==> config.mk <==
export PLATFORM = sky130hd
export DESIGN_NAME = phase_block_average
export DESIGN_NICKNAME = d
export VERILOG_FILES = /design/src/rtl/phase_block_average.sv
export SDC_FILE = /design/constraint.sdc
export NUM_CORES = 1
export LEC_CHECK = 0
export ABC_AREA = 1
export CAP_MARGIN = 20
export CORE_MARGIN = 10
export CORE_UTILIZATION = 59
export DETAILED_ROUTE_END_ITERATION = 10
export GPL_ROUTABILITY_DRIVEN = 1
export GPL_TIMING_DRIVEN = 0
export PLACE_DENSITY_LB_ADDON = 0.3
export SLEW_MARGIN = 20
export SYNTH_ARGS = -nofsm -noshare
export SYNTH_HDL_FRONTEND = slang
export SYNTH_SLANG_ARGS = --single-unit
==> constraint.sdc <==
create_clock -name aclk -period 2.6 [get_ports aclk]
set_input_delay 0.78 -clock aclk [delete_from_list [all_inputs] [get_ports aclk]]
set_output_delay 0.78 -clock aclk [all_outputs]
set_load 0.01 [all_outputs]
==> src/rtl/phase_block_average.sv <==
// Block averager + block-to-block phase-rate estimator for unwrapped 11Q21 phase.
// Optional dphi saturation: define PHASE_BLOCK_AVG_DPHI_SAT_EN (default wraps).
module phase_block_average #(
  parameter int S_AXIS_TDATA_WIDTH = 32,
  parameter int M_AXIS_TDATA_WIDTH = 32,
  parameter int DECII_LOG2         = 4
) (
  input  logic                          aclk,
  input  logic                          reset,
  input  logic [S_AXIS_TDATA_WIDTH-1:0] S_AXIS_tdata,
  input  logic                          S_AXIS_tvalid,
  input  logic                          enable,
  output logic [M_AXIS_TDATA_WIDTH-1:0] M_AXIS_tdata,
  output logic [M_AXIS_TDATA_WIDTH-1:0] M_AXIS_dphi_tdata,
  output logic                          M_AXIS_tvalid
);

  localparam int SW = S_AXIS_TDATA_WIDTH;
  localparam int MW = M_AXIS_TDATA_WIDTH;
  localparam int L  = DECII_LOG2;
  localparam int AW = SW + L;
`ifdef PHASE_BLOCK_AVG_DPHI_SAT_EN
  localparam int DW = MW + 1;
`else
  localparam int DW = MW;
`endif

  typedef enum logic [1:0] {
    IDLE,
    FIRST,
    RUN
  } state_t;

  state_t               state_q;
  logic signed [AW-1:0] acc_q, acc_d;
  logic        [L-1:0]  cnt_q, cnt_d;
  logic signed [AW-1:0] sum_q;
  logic                 sum_vld_q;
  logic                 first_q;
  logic        [MW-1:0] prev_q;
  logic        [MW-1:0] mean_q;
  logic        [MW-1:0] dphi_q;
  logic                 vld_q;

  logic                 accept;
  logic                 blk_end;
  logic signed [AW-1:0] acc_sum;
  logic        [MW-1:0] mean_w;
  logic signed [DW-1:0] dext;
  logic        [MW-1:0] dphi_w;

  always_comb begin
    accept  = S_AXIS_tvalid && enable;
    blk_end = accept && (cnt_q == '1);
    acc_sum = acc_q + AW'(signed'(S_AXIS_tdata));
    acc_d   = acc_q;
    cnt_d   = cnt_q;
    if (!enable || blk_end) begin
      acc_d = '0;
      cnt_d = '0;
    end else if (accept) begin
      acc_d = acc_sum;
      cnt_d = cnt_q + 1'b1;
    end
  end

  // Arithmetic shift floors toward -inf; the truncated mean always fits.
  always_comb begin
    mean_w = MW'(sum_q >>> L);
`ifdef PHASE_BLOCK_AVG_DPHI_SAT_EN
    dext = {mean_w[MW-1], mean_w} - {prev_q[MW-1], prev_q};
    if (dext[MW] != dext[MW-1])
      dphi_w = dext[MW] ? {1'b1, {(MW-1){1'b0}}}
                        : {1'b0, {(MW-1){1'b1}}};
    else
      dphi_w = dext[MW-1:0];
`else
    dext   = mean_w - prev_q;
    dphi_w = dext;
`endif
  end

  always_ff @(posedge aclk) begin
    if (reset) begin
      state_q   <= IDLE;
      acc_q     <= '0;
      cnt_q     <= '0;
      sum_q     <= '0;
      sum_vld_q <= 1'b0;
      first_q   <= 1'b0;
      prev_q    <= '0;
      mean_q    <= '0;
      dphi_q    <= '0;
      vld_q     <= 1'b0;
    end else begin
      acc_q     <= acc_d;
      cnt_q     <= cnt_d;
      sum_vld_q <= blk_end;
      vld_q     <= sum_vld_q;
      if (blk_end) begin
        sum_q   <= acc_sum;
        first_q <= (state_q != RUN);
      end
      if (sum_vld_q) begin
        mean_q <= mean_w;
        dphi_q <= first_q ? '0 : dphi_w;
        prev_q <= mean_w;
      end
      // An in-flight block still finishes; leaving IDLE always goes via FIRST.
      if (!enable) begin
        state_q <= IDLE;
        prev_q  <= '0;
      end else begin
        unique case (state_q)
          IDLE:    state_q <= FIRST;
          FIRST:   if (blk_end) state_q <= RUN;
          RUN:     state_q <= RUN;
          default: state_q <= IDLE;
        endcase
      end
    end
  end

  assign M_AXIS_tdata      = mean_q;
  assign M_AXIS_dphi_tdata = dphi_q;
  assign M_AXIS_tvalid     = vld_q;

endmodule

==> results of run 1 <==
[critical path, delay by kind of cell]
family	cells	cell delay (ns)
and+or+nand+nor	7	0.71
adders and majority gates	1	0.37
AOI/OAI and AO/OA	2	0.38
buffers and inverters	4	0.61
[repair_timing]
action,in CTS,in global routing
endpoints found under the setup margin,17,33
pin swaps,1,3
resized for setup,5,46
hold endpoints to repair,0,0
buffers inserted,2,1
[kinds of logic (layout without fill, tap and decap cells)]
kind of cell | after synthesis | count (layout)
buffers and inverters | 372 | 507
flip-flops | 173 | 173
AND/OR/NAND/NOR | 977 | 977
XOR/XNOR | 17 | 17
AO/OA/AOI/OAI | 233 | 233
adder cells (fa/ha/maj) | 72 | 72
[placed cells by master, fill, tap and decap left out, drive strengths merged]
master           n
a211oi           3
a21boi          12
a21oi          157
and2             2
buf             22
bufinv           2
clkbuf          46
clkdlybuf4s50   98
clkinv           8
clkinvlp         1
dfxtp          173
dlymetal6s2s     2
fa               2
ha              70
inv            328
nand2          608
nand3          121
nand3b           6
nand4            9
nor2           216
nor3            12
nor4             1
o211ai           6
o21a             2
o21ai           47
o21bai           6
or2              2
xnor2            6
xor2            11
[through the flow]
| stage | hold WS [ns] | setup TNS [ns] | setup WS [ns] |
|---|---|---|---|
| 2_1_floorplan | 0.4411 | 0 | 0.2248 |
| 3_3_place_gp | 0.4482 | -20.27 | -0.6536 |
| 3_5_place_dp | 0.4538 | -22.23 | -0.6879 |
| 4_1_cts | 0.4645 | 0 | 0.0005764 |
| 5_1_grt | 0.4781 | -0.06193 | -0.01818 |
| 6_report | 0.4614 | 0 | 0.08337 |
[path summary, 6_finish.rpt]
kind | from | to | slack [ns] | depth (start not counted)
max reg2reg | sum_q[4] | M_AXIS_dphi_tdata[24] | 0.38 | 13
min | M_AXIS_tdata[6] | M_AXIS_tdata[6] | 0.46 | 2
min reg2reg | M_AXIS_tdata[6] | M_AXIS_tdata[6] | 0.46 | 2
max | S_AXIS_tdata[9] | acc_q[22] | 0.08 | 14
[where the power goes]
part           switching, mW  internal [mW]
logic                  0.389          0.210
clock network           1.24           1.47
registers             0.0139           2.67
[registers in the layout, summed over array words and instances (netlist names)]
name and flops:
M_AXIS_tdata 32, state_q 2, prev_q 32, M_AXIS_tvalid 1, sum_vld_q 1, acc_q 36, cnt_q 4, M_AXIS_dphi_tdata 32
first_q 1, sum_q 32
[area by class of cell]
cell class | count | area [um2]
repair buffers | 103 | 1028
clock buffers | 17 | 425.4
clock inverters | 15 | 196.4
multi-input cells | 1299 | 6395
flip-flops and latches | 173 | 3463
plain buffers | 48 | 250.2
well taps | 234 | 292.8
fillers | 1705 | 5375
inverters | 324 | 1216
[per-layer routing]
layer	vias up	track usage [%]	part of all wire [%]
li1	5941	-	-
met1	5213	32.14	42
met2	406	48.15	49
met3	81	3.439	5.5
met4	0	10.55	3.8
met5	-	0	0
==> flow_metrics.env, run 1 <==
export IMPL_drt_iter0_drc=839
export IMPL_cp_cell_sequence="clkdlybuf4s50_1 > ha_1 > nand2_1 > inv_1 > a21oi_1 > inv_1 > a21oi_1 > nand2_2 > nand2_1 > nand2_1 > nand2_1 > nand3_1 > nand2_1 > inv_1"
export IMPL_synthMuxAreaShare_pct=0
export IMPL_clkSlewWorstSetupHoldPaths_ns=0.07
export IMPL_drt_pass1_iter_count=6
export IMPL_syn_inst=1844
export IMPL_powerDensity_nw_per_um2=451.6
export IMPL_totalWireLength_mm=33.42
export IMPL_slew_headroom_pct=51.76
export IMPL_synth_top_cell_area_share_pct=31.04
export IMPL_dp_hpwl_mm=26.38
export IMPL_final_layout_size_suffix_gt1_share_pct=5.558
export IMPL_grt_ovfl_total=0
export IMPL_cts_htree_levels=4
export IMPL_finalMaxSlewViolations=0
export IMPL_cts_buffers=17
export IMPL_synth_top_family_by_area="simple AND/OR/NAND/NOR gates"
export IMPL_yosys_cell_types_count=36
export IMPL_cts_sinks=173
export IMPL_syn_area_per_cell_um2=6.050
export IMPL_hold_path_class="flip-flop to flip-flop"
export IMPL_clock_latency_ns=0.43
export IMPL_setup_worst_path_end_class="flip-flop"
export IMPL_fp_row_count=50
export IMPL_ys_flop_type="dfxtp_1"
export IMPL_cts_tree="built"
export IMPL_yosysMostFrequentCell="nand2_1"
export IMPL_period_needed_ns=2.517
export IMPL_core_um2=18640
export IMPL_finalNonFillerCells=2213
export IMPL_grt_antenna_before_repair=0
export IMPL_place_congestion=0.9590
export IMPL_grt_use_total_pct=27.00
export IMPL_dieArea_um2=24810
export IMPL_port_buffers=100
export IMPL_syn_nets=1952
export IMPL_outcome="complete, no violations"
export IMPL_fin_util_pct=71.17
export IMPL_die_h_um=157.5
export IMPL_area_growth_pct=18.92
export IMPL_clockBufferDepth=2
export IMPL_synth_top_area_cell="dfxtp_1"
export IMPL_async_flop_share_pct=0
export IMPL_die_w_um=157.5
export IMPL_synth_fa_ha_area_share_pct=8.209
export IMPL_critPathMaxFanout=4
export IMPL_num_vias=11640
export IMPL_skew_ns=0.01050
export IMPL_grt_pass1_wl_mm=53.66
export IMPL_drc_errors=0
export IMPL_synth_edff_count=0
export IMPL_place_area_um2=12450
export IMPL_rsz0062_at_grt="true"
export IMPL_max_slew_worst_pin_slew_ns=0.7236
export IMPL_worstPathArrival_ns=2.84
export IMPL_synth_yosys_seq_area_share_pct=31.04
export IMPL_worstPathRequired_ns=2.93
export IMPL_cpMostUsedCell="nand2_1"
export IMPL_setup_viol=0
export IMPL_ios=101
export IMPL_initial_core_util_pct=59.85
export IMPL_drv_cap=0
export IMPL_postCtsHoldBufs=0
export IMPL_synth_area_leaders="dfxtp_1, nand2_1, inv_1, ha_1, nor2_1"
export IMPL_critPathSlowestCell="clkdlybuf4s50_1"
export IMPL_ys_ff_latch=173
export IMPL_ant_nets=0
export IMPL_worstSetupPathType="primary input to flip-flop"
export IMPL_synth_area_um2=11160
export IMPL_routedWlPerCell_um=15.10
export IMPL_fmax_mhz=397.4
export IMPL_place_inst=2178
export IMPL_leakage_nw=6.701
export IMPL_grt_max_degree=19
export IMPL_synth_top_cells_by_count="nand2_1, inv_1, nor2_1"
export IMPL_synth_xor_area_share_pct=1.335
export IMPL_start_kind="primary input"
export IMPL_diodes=0
export IMPL_period_share_pct=96.79
export IMPL_root_buffer="clkbuf_16"
export IMPL_design_area_um2=13270
export IMPL_total_power_mw=5.991
export IMPL_vias_per_cell=5.260
export IMPL_yosys_area_share_simple_pct=35.17
export IMPL_grt_pass1_vias=11220
export IMPL_ir_worst_vdd_mv=0.4277
export IMPL_yosys_warnings=0
export IMPL_timing_hold_violations_final=0
export IMPL_slowest_delay_ns=0.44
export IMPL_fin_nets=2074
export IMPL_synth_compound_area_share_pct=11.10
No activity file was read; power rests on OpenSTA's default activity.
==> inputs of run 2 (changes only) <==
- CAP_MARGIN: 20 -> 10
==> results of run 2 <==
Same layout as run 1: the final DEF is identical, and so are final timing and power.
==> inputs of run 3 (changes only) <==
- ABC_AREA: 1 -> 0
- CORE_UTILIZATION: 59 -> 57
- PLACE_DENSITY: unset -> 0.8
- PLACE_DENSITY_LB_ADDON: 0.3 -> unset
==> flow_metrics.env, run 3 <==
export IMPL_worstSetupPathType="primary input to flip-flop"
export IMPL_cts_buffers=17
export IMPL_hold_path_cell_count=2
export IMPL_r2r_end="sum_q[22]"
export IMPL_clkSlewWorstSetupHoldPaths_ns=0.07
export IMPL_ant_nets=0
export IMPL_ir_worst_vdd_mv=0.4466
export IMPL_max_slew_worst_pin_slew_ns=0.8328
export IMPL_ys_flop_type="dfxtp_1"
export IMPL_yosys_warnings=0
export IMPL_grt_use_total_pct=25.60
export IMPL_hold_path_end="M_AXIS_tdata[14]"
export IMPL_routedWlPerCell_um=19.19
export IMPL_synth_edff_count=0
export IMPL_die_w_um=147.4
export IMPL_leakage_nw=5.031
export IMPL_powerDensity_nw_per_um2=455.8
export IMPL_timing_hold_violations_final=0
export IMPL_initial_core_util_pct=58.25
export IMPL_synth_top_area_cell="dfxtp_1"
export IMPL_dp_hpwl_mm=19.31
export IMPL_ios=101
export IMPL_dieArea_um2=21730
export IMPL_num_vias=9348
export IMPL_skew_ns=0.01230
export IMPL_rsz0062_at_grt="true"
export IMPL_critPathMaxFanout=3
export IMPL_yosysMostFrequentCell="nand2_1"
export IMPL_worstPathRequired_ns=2.93
export IMPL_violations="negative setup slack"
export IMPL_outcome="complete, but fails checks"
export IMPL_period_needed_ns=3.029
export IMPL_grt_pass1_vias=9147
export IMPL_yosys_cell_types_count=63
export IMPL_fin_ws_ns=-0.4286
export IMPL_synth_top_cells_by_count="nand2_1, a21oi_1, dfxtp_1"
export IMPL_grt_ovfl_total=0
export IMPL_synth_area_um2=9253
export IMPL_grt_pass1_wl_mm=45.78
export IMPL_grt_antenna_before_repair=0
export IMPL_vias_per_cell=5.943
export IMPL_slew_headroom_pct=44.27
export IMPL_drc_errors=0
export IMPL_core_um2=15890
export IMPL_syn_inst=1149
export IMPL_setup_viol=25
export IMPL_port_buffers=99
export IMPL_place_area_um2=10780
export IMPL_rr_startpoint="acc_q[0]"
export IMPL_root_buffer="clkbuf_16"
export IMPL_finalMaxSlewViolations=0
export IMPL_start_kind="primary input"
export IMPL_r2r_slack_ns=-0.36
export IMPL_fin_nets=1453
export IMPL_drv_cap=0
export IMPL_final_layout_size_suffix_gt1_share_pct=22.48
export IMPL_clock_latency_ns=0.44
export IMPL_synth_yosys_seq_area_share_pct=37.43
export IMPL_final_common_cell="nand2_1"
export IMPL_final_cell_mix="nand2_1, dfxtp_1, a21oi_1"
export IMPL_drt_pass1_iter_count=6
export IMPL_hp_start="M_AXIS_tdata[14]"
export IMPL_async_flop_share_pct=0
export IMPL_totalWireLength_mm=30.19
export IMPL_synth_top_cell_area_share_pct=37.43
export IMPL_area_growth_pct=39.40
export IMPL_drt_iter0_drc=780
export IMPL_diodes=0
export IMPL_cts_sinks=173
export IMPL_hold_ws_ns=0.4620
export IMPL_cts_tree="built"
export IMPL_cts_htree_levels=4
export IMPL_postCtsHoldBufs=0
export IMPL_fp_row_count=46
export IMPL_grt_max_degree=17
export IMPL_die_h_um=147.4
export IMPL_regMostFlops="acc_q"
export IMPL_synth_area_leaders="dfxtp_1, a21oi_1, ha_1, nand2_1, xnor2_1"
export IMPL_clockBufferDepth=2
export IMPL_reg2reg_depth=11
export IMPL_period_share_pct=116.5
export IMPL_place_congestion=0.9280
export IMPL_hold_path_class="flip-flop to flip-flop"
export IMPL_design_area_um2=12900
export IMPL_fmax_mhz=330.2
export IMPL_worstPathArrival_ns=3.36
export IMPL_fin_setup_tns_ns=-2.672
export IMPL_largest_register_ffs=36
export IMPL_syn_area_per_cell_um2=8.053
export IMPL_setup_worst_path_end_class="flip-flop"
export IMPL_ys_ff_latch=173
export IMPL_syn_nets=1257
run 3: cell count changes after synthesis, moves of 10 or more:
cell	change
a211oi_1	+13
a21o_1	+39
a21oi_1	+20
a22o_1	+20
a22oi_1	+10
and3_1	+14
clkbuf_1	+15
inv_1	-261
nand2_1	-386
nand3_1	-105
nor2_1	-153
nor2b_1	+10
xnor2_1	+32
run 3: stage by stage:
| stage | utilization [%] | total power, mW | cells | setup slack [ns] |
|---|---|---|---|---|
| final | 81.20 | 5.879 | 1573 | -0.4286 |
| after floorplan | - | 3.060 | 1149 | -0.5224 |
| after CTS | 78.00 | 5.778 | 1550 | -0.3641 |
| after global placement | 67.85 | 3.217 | 1464 | -1.298 |
| after global routing | 81.20 | 6.039 | 1573 | -0.5262 |
| after detailed placement | 67.88 | 3.223 | 1464 | -1.305 |
run 3: routing by layer:
metal	part of all wire, %	vias up	routed length, um	global-route usage, %
met1	41	4453	12300	30.39
li1	-	4414	-	-
met5	0	-	0	0
met2	49	389	14760	44.07
met3	7.2	92	2182	5.830
met4	3.1	0	942	9.663
run 3: report_power, final:
group / switching [mW] / internal (mW) / total [mW] / leakage (nW)
clock network: 1.11 / 1.37 / 2.49 / 0.262
registers: 0.0174 / 2.67 / 2.68 / 1.40
logic: 0.397 / 0.312 / 0.709 / 3.37
total: 1.53 / 4.35 / 5.88 / 5.03
run 3: logic make-up after synthesis:
group           count (synthesis)  share of synthesized area (%)
mux                             2                         0.2164
xor+xnor                       55                          5.206
compound gates                369                          25.44
fa+ha+maj                      72                          9.899
simple gates                  366                          17.24
flops                         173                          37.43
buf+inv                       112                          4.571
run 3: area by class of cell:
class	count	area, um2
buffer	52	221.5
multi-input combinational	864	6523
inverter	57	214.0
timing repair buffer	180	1627
sequential	173	3476
clock inverter	11	111.4
tap	216	270.3
clock buffer	20	456.7
fill	993	2987
run 3: worst max path at each step:
| stage | startpoint | to | slack, ns | depth (start not counted) |
|---|---|---|---|---|
| 2_1_floorplan | S_AXIS_tdata[0] | sum_q[22] | -0.52 | 11 |
| 3_3_place_gp | S_AXIS_tdata[0] | sum_q[22] | -1.30 | 12 |
| 3_5_place_dp | S_AXIS_tdata[0] | sum_q[22] | -1.30 | 12 |
| 4_1_cts | S_AXIS_tdata[0] | sum_q[22] | -0.36 | 12 |
| 5_1_grt | S_AXIS_tdata[0] | sum_q[22] | -0.53 | 12 |
| 6_report | S_AXIS_tdata[0] | sum_q[22] | -0.43 | 12 |
run 3: repair_timing:
| action | 4_1_cts | 5_1_grt |
|---|---|---|
| pin swaps | 95 | 81 |
| setup buffers | 62 | 27 |
| endpoints found under the setup margin | 78 | 79 |
| resized for setup | 190 | 87 |
| endpoints found under the hold margin | 0 | 0 |
run 3: critical path, cell delays in order:
cell	delay, ns
buf_6	0.09
ha_4	0.15
fa_2	0.36
a211oi_2	0.27
o211ai_1	0.16
a21oi_2	0.20
a21oi_2	0.10
a221oi_2	0.34
o221ai_2	0.16
a21o_1	0.24
nor4b_4	0.15
a311o_1	0.33
